File: src/rtl/rf_corr_pkg.sv
// Shared types and constants for the RF correlation scheduler.
package rf_corr_pkg;

  typedef enum logic [1:0] {
    StIdle    = 2'd0,
    StIssue   = 2'd1,
    StWait    = 2'd2,
    StDeliver = 2'd3
  } sched_state_e;

  localparam int unsigned FrameWDefault = 32;
  localparam int unsigned ResWDefault   = 4;

  // Match index reported to a channel whose correlation was aborted.
  localparam logic [ResWDefault-1:0] TimeoutResult = '1;

endpackage

File: src/rtl/rr_arbiter.sv
// Combinational round-robin arbiter: first requester searching upward from ptr+1.
module rr_arbiter #(
  parameter int unsigned N    = 4,
  parameter int unsigned IdxW = $clog2(N)
) (
  input  logic [N-1:0]    req,
  input  logic [IdxW-1:0] ptr,
  output logic [N-1:0]    gnt,
  output logic [IdxW-1:0] idx
);

  logic            found;
  logic [IdxW-1:0] cand;

  always_comb begin
    gnt   = '0;
    idx   = '0;
    found = 1'b0;
    cand  = '0;
    for (int unsigned i = 1; i <= N; i++) begin
      cand = IdxW'((32'(ptr) + i) % N);
      if (!found && req[cand]) begin
        found     = 1'b1;
        gnt[cand] = 1'b1;
        idx       = cand;
      end
    end
  end

endmodule

File: src/rtl/rf_corr_scheduler.sv
// Shares one correlator between NUM_CH channels with round-robin grants.
// Optional WAIT timeout enabled by defining RF_SCHED_TIMEOUT_EN.
module rf_corr_scheduler
  import rf_corr_pkg::*;
#(
  parameter int unsigned NUM_CH      = 4,
  parameter int unsigned FRAME_W     = FrameWDefault,
  parameter int unsigned RES_W       = ResWDefault,
  parameter int unsigned TIMEOUT_CYC = 64
) (
  input  logic                      Clock,
  input  logic                      Reset,
  input  logic [NUM_CH-1:0]         req,
  input  logic [NUM_CH*FRAME_W-1:0] frame_in,
  output logic [NUM_CH-1:0]         ack,
  output logic                      corr_start,
  output logic [FRAME_W-1:0]        corr_frame,
  input  logic                      corr_done,
  input  logic [RES_W-1:0]          corr_result,
  output logic [NUM_CH-1:0]         res_valid,
  output logic [RES_W-1:0]          res_data,
  output logic                      busy,
  output logic                      err_timeout
);

  localparam int unsigned IdxW = $clog2(NUM_CH);
  localparam logic [RES_W-1:0] TimeoutRes = {RES_W{&TimeoutResult}};

  sched_state_e      state_q, state_d;
  logic [IdxW-1:0]   ptr_q, ptr_d, gidx_q, gidx_d;
  logic [NUM_CH-1:0] ack_q, ack_d, res_valid_q, res_valid_d;
  logic              start_q, start_d, err_q, err_d, busy_q;
  logic [FRAME_W-1:0] frame_q, frame_d;
  logic [RES_W-1:0]  res_q, res_d;
  logic [NUM_CH-1:0] arb_gnt;
  logic [IdxW-1:0]   arb_idx;
  logic              timeout_hit;

  rr_arbiter #(
    .N    (NUM_CH),
    .IdxW (IdxW)
  ) u_arb (
    .req (req),
    .ptr (ptr_q),
    .gnt (arb_gnt),
    .idx (arb_idx)
  );

`ifdef RF_SCHED_TIMEOUT_EN
  localparam int unsigned CntW = $clog2(TIMEOUT_CYC + 1);
  logic [CntW-1:0] cnt_q;

  // Counts completed WAIT cycles; expiry lands on the TIMEOUT_CYC-th one.
  always_ff @(posedge Clock or posedge Reset) begin
    if (Reset) begin
      cnt_q <= '0;
    end else if (state_q == StWait) begin
      cnt_q <= cnt_q + 1'b1;
    end else begin
      cnt_q <= '0;
    end
  end

  assign timeout_hit = (state_q == StWait) && (cnt_q == CntW'(TIMEOUT_CYC - 1));
`else
  logic unused_timeout_cfg;
  assign unused_timeout_cfg = ^TIMEOUT_CYC;
  assign timeout_hit        = 1'b0;
`endif

  always_comb begin
    state_d     = state_q;
    ptr_d       = ptr_q;
    gidx_d      = gidx_q;
    frame_d     = frame_q;
    res_d       = res_q;
    ack_d       = '0;
    start_d     = 1'b0;
    res_valid_d = '0;
    err_d       = 1'b0;
    unique case (state_q)
      StIdle: begin
        if (|req) begin
          gidx_d  = arb_idx;
          frame_d = frame_in[arb_idx*FRAME_W +: FRAME_W];
          ack_d   = arb_gnt;
          start_d = 1'b1;
          state_d = StIssue;
        end
      end
      StIssue: state_d = StWait;
      StWait: begin
        // A done arriving on the expiry edge still delivers a normal result.
        if (corr_done) begin
          res_d               = corr_result;
          res_valid_d[gidx_q] = 1'b1;
          state_d             = StDeliver;
        end else if (timeout_hit) begin
          res_d               = TimeoutRes;
          res_valid_d[gidx_q] = 1'b1;
          err_d               = 1'b1;
          state_d             = StDeliver;
        end
      end
      StDeliver: begin
        ptr_d   = gidx_q;
        state_d = StIdle;
      end
      default: state_d = StIdle;
    endcase
  end

  always_ff @(posedge Clock or posedge Reset) begin
    if (Reset) begin
      state_q     <= StIdle;
      ptr_q       <= IdxW'(NUM_CH - 1);
      gidx_q      <= '0;
      frame_q     <= '0;
      res_q       <= '0;
      ack_q       <= '0;
      start_q     <= 1'b0;
      res_valid_q <= '0;
      err_q       <= 1'b0;
      busy_q      <= 1'b0;
    end else begin
      state_q     <= state_d;
      ptr_q       <= ptr_d;
      gidx_q      <= gidx_d;
      frame_q     <= frame_d;
      res_q       <= res_d;
      ack_q       <= ack_d;
      start_q     <= start_d;
      res_valid_q <= res_valid_d;
      err_q       <= err_d;
      busy_q      <= (state_d != StIdle);
    end
  end

  assign ack         = ack_q;
  assign corr_start  = start_q;
  assign corr_frame  = frame_q;
  assign res_valid   = res_valid_q;
  assign res_data    = res_q;
  assign busy        = busy_q;
  assign err_timeout = err_q;

endmodule

File: config.mk
export PLATFORM = sky130hd
export DESIGN_NAME = rf_corr_scheduler
export DESIGN_NICKNAME = d
export VERILOG_FILES = /design/src/rtl/rf_corr_pkg.sv /design/src/rtl/rr_arbiter.sv /design/src/rtl/rf_corr_scheduler.sv
export SDC_FILE = /design/constraint.sdc
export NUM_CORES = 1
export LEC_CHECK = 0
export BUFFER_PORTS_ARGS = -buffer_cell sky130_fd_sc_hd__buf_4
export CAP_MARGIN = 15
export CORE_MARGIN = 1.5
export CORE_UTILIZATION = 48
export DETAILED_ROUTE_END_ITERATION = 8
export PLACE_DENSITY_LB_ADDON = 0.1
export RECOVER_POWER = 25
export SLEW_MARGIN = 40
export SYNTH_ARGS = -nofsm -noshare
export SYNTH_HDL_FRONTEND = slang
export SYNTH_HIERARCHICAL = 1
export SYNTH_SLANG_ARGS = --single-unit
File: constraint.sdc
create_clock -name Clock -period 7.1 [get_ports Clock]
set_input_delay 0.355 -clock Clock [delete_from_list [all_inputs] [get_ports Clock]]
set_output_delay 0.355 -clock Clock [all_outputs]
set_load 0.05 [all_outputs]
==> impl_metrics.csv <==
group,metric,value,unit
outcome,status,"finished with violations",
outcome,violations,"max-capacitance violations, max-slew violations",
sta,drv_slew,53,
cells_and_area,seq_area,0.00130,mm2
critical_path,regToRegStartpoint,"ptr_q[0]$_DFFE_PP1N_",
grt,grt-ovfl-total,0,
clocking,cts_tree,"yes",
clocking,cts_hold_buffers,0,
place,dpl.hpwl,6.85,mm
critical_path,critPathCaptureType,"flip-flop",
detailed_routing,drtAntennaViolNets,0,
sta,finalSetupTns,0,ps
clocking,cts-htree-levels,2,
floorplan,row_count,29,
detailed_routing,drt_iter0_drc,104,
critical_path,slowest_delay,750,ps
detailed_routing,wire_per_inst,16.6,um
logic_synthesis,yosys-top-cells-area,"dfrtp_1, mux4_2, nand2_1",
cells_and_area,drive_above_1_share,0.534,
critical_path,crit_arrival,3740,ps
power_and_ir_drop,vdd_drop_max,612,uV
logic_synthesis,synth_nets,439,
detailed_routing,via_per_inst,5.35,
logic_synthesis,synthTopCellsByCount,"nand2_1, dfrtp_1, mux4_2",
sta,max_freq,282,MHz
critical_path,required,7300,ps
clocking,clk_latency,300,ps
critical_path,crit_path_top_delay_cell,"dfstp_2",
power_and_ir_drop,leakagePower,2.43,nW
cells_and_area,syn_to_final_growth,49.0,%
detailed_routing,dr.pass1.iters,4,
sta,rsz0062_at_grt,"false",
power_and_ir_drop,p_total,2.52,mW
critical_path,r2r_end,"corr_frame[27]$_DFFE_PP0P_",
logic_synthesis,synthesis.area,0.00320,mm2
hold_path,min_from,"corr_result[2]",
logic_synthesis,synth_ff_type,"dfrtp_1",
power_and_ir_drop,p_per_area,529,mW/mm2
sta,max-slew-margin-rel,-0.481,
floorplan,start_util,0.501,
place,io_buffers,184,
hold_path,hold_class,"in2reg",
cells_and_area,fillCellCount,483,
sta,hold_violations,0,
grt,grt_pass1_wl,14.1,mm
run,maxCapViolCount,1,
sta,clock_skew,4.88,ps
detailed_routing,met3_length,797,um
cells_and_area,multi_input_area,0.00180,mm2
sta,period_needed,3540,ps
clocking,cts.sinks,52,
floorplan,core_area,0.00639,mm2
sta,post-route-period-util,0.499,
critical_path,worst-path-max-fanout,33,
clocking,numCtsBuffers,5,
grt,first_global_vias,2950,
hold_path,holdPathEnd,"res_data[2]$_DFFE_PP0P_",
critical_path,path_class,"reg2reg",
floorplan,dieArea,0.00717,mm2
cells_and_area,fin_nets,613,
logic_synthesis,yosysMostFrequentCell,"nand2_1",
sta,tightest_slew,2210,ps
floorplan,die_w,84.7,um
logic_synthesis,yosysTopAreaCellShare,0.391,
floorplan,boundaryPins,186,
detailed_routing,wl,8.98,mm
clocking,max-clock-path-buffers,2,
logic_synthesis,async_flop_share,1.00,
logic_synthesis,ys_types,40,
critical_path,worstSetupStartpointType,"flip-flop",
detailed_routing,via_count,2897,
logic_synthesis,syn-mean-instance-area,11.1,um2
logic_synthesis,ys_seq_elements,52,
place,gp_congestion,0.794,
hold_path,min_delay_path_depth,2,
critical_path,path_cells,"inv_1 > ha_1 > mux4_2 > o21ai_1 > a2bb2oi_4 > buf_4 > mux4_2 > nand2_1 > nand2_1",
grt,antenna_found_initial,0,
clocking,clk_pin_slew,100,ps
critical_path,reg2reg_depth,9,
detailed_routing,remaining_drc_errors,0,
logic_synthesis,yosysWarnings,6,
grt,grt_use_total,0.252,
cells_and_area,diodes,0,
floorplan,die-height,84.7,um
sta,setup_viol,0,
detailed_routing,wl_met1,3.07,mm
clocking,cts_root_buffer,"clkbuf_8",
logic_synthesis,synth-seq-area-share,0.407,
detailed_routing,top_layer_used,"met4",
logic_synthesis,syn_inst,289,
logic_synthesis,yosysTopAreaCell,"dfrtp_1",
clocking,cts_setup_buffers,0,
clocking,cts_resized,0,
grt,grt_max_degree,53,
detailed_routing,wl_met2,5.02,mm
logic_synthesis,synth-edff-count,0,
critical_path,regToRegSetupSlack,3560,ps
==> power breakdown <==
| part | internal [mW] | switching [mW] | leakage, nW |
|---|---|---|---|
| Clock | 0.142 | 0.100 | 0.0687 |
| Sequential | 0.441 | 0.0968 | 0.643 |
| Combinational | 0.723 | 1.02 | 1.72 |
| Total | 1.31 | 1.22 | 2.43 |
==> cell type report <==
type                       instances  share of cell area
inverter                           8             0.00656
tap                               77              0.0202
sequential                        52               0.273
clock buffer                       5              0.0144
clock inverter                     3              0.0144
timing repair buffer             186               0.293
multi-input combinational        210               0.378
==> worst max-delay path, delay by kind of cell, from the launching register on <==
family	cells	cell delay, ps
multiplexers	2	1020
flip-flops	1	750
buffers and inverters	2	690
adder cells (fa/ha/maj)	1	410
AO/OA/AOI/OAI	2	400
AND/OR/NAND/NOR	2	160
==> kinds of logic (layout without fill, tap and decap cells) <==
| kind of cell | after synthesis | after routing | share of synthesized area |
|---|---|---|---|
| adder cells (fa/ha/maj) | 11 | 11 | 0.0430 |
| AND/OR/NAND/NOR | 132 | 132 | 0.173 |
| other | 1 | 1 | 0.00117 |
| multiplexers | 41 | 41 | 0.264 |
| buffers and inverters | 27 | 202 | 0.0410 |
| flip-flops | 52 | 52 | 0.407 |
| AO/OA/AOI/OAI | 25 | 25 | 0.0711 |
==> how the worst max path moves through the flow <==
stage	startpoint	to	slack, ps	cells after the start
after floorplan	ptr_q[0]$_DFFE_PP1N_	corr_frame[19]$_DFFE_PP0P_	3950	11
after global placement	ptr_q[0]$_DFFE_PP1N_	corr_frame[8]$_DFFE_PP0P_	3600	9
after detailed placement	ptr_q[0]$_DFFE_PP1N_	corr_frame[8]$_DFFE_PP0P_	3520	9
after CTS	ptr_q[0]$_DFFE_PP1N_	corr_frame[27]$_DFFE_PP0P_	3520	9
after global routing	ptr_q[0]$_DFFE_PP1N_	corr_frame[13]$_DFFE_PP0P_	3260	9
final	ptr_q[0]$_DFFE_PP1N_	corr_frame[27]$_DFFE_PP0P_	3560	9
==> stage by stage <==
stage	util	cells	area, um2	hold slack, ps	setup slack [ps]
floorplan	-	289	3200	472	3950
global placement	0.722	533	4610	461	3600
detailed placement	0.724	533	4620	465	3520
CTS	0.745	541	4760	154	3520
global route	0.747	541	4770	272	3260
finish	0.747	541	4770	282	3560
==> cell usage in the layout, fill, tap and decap left out, drive strengths merged, types with 2 or more instances in the layout <==
| cell | count |
|---|---|
| and2 | 4 |
| mux4 | 34 |
| inv | 7 |
| a21oi | 2 |
| nor3 | 2 |
| and3b | 2 |
| dfrtp | 50 |
| nor2 | 3 |
| bufinv | 2 |
| a221o | 4 |
| dfstp | 2 |
| a22oi | 2 |
| clkbuf | 6 |
| ha | 11 |
| nor3b | 3 |
| buf | 185 |
| and2b | 2 |
| nand2 | 113 |
| o21ai | 8 |
| o41ai | 2 |
| mux2 | 7 |
==> flip-flops by register name (all words and copies together), names as in the netlist <==
register / cells
ack: 4
state_q: 2
corr_start: 1
gidx_q: 2
ptr_q: 2
res_data: 4
corr_frame: 32
busy: 1
res_valid: 4
==> layer usage <==
layer	GRT usage	up-vias
met5	0	-
met4	0.0601	0
met3	0.0796	10
met2	0.459	114
met1	0.288	1414
li1	-	1359
Power figures use the tool's default switching activity.
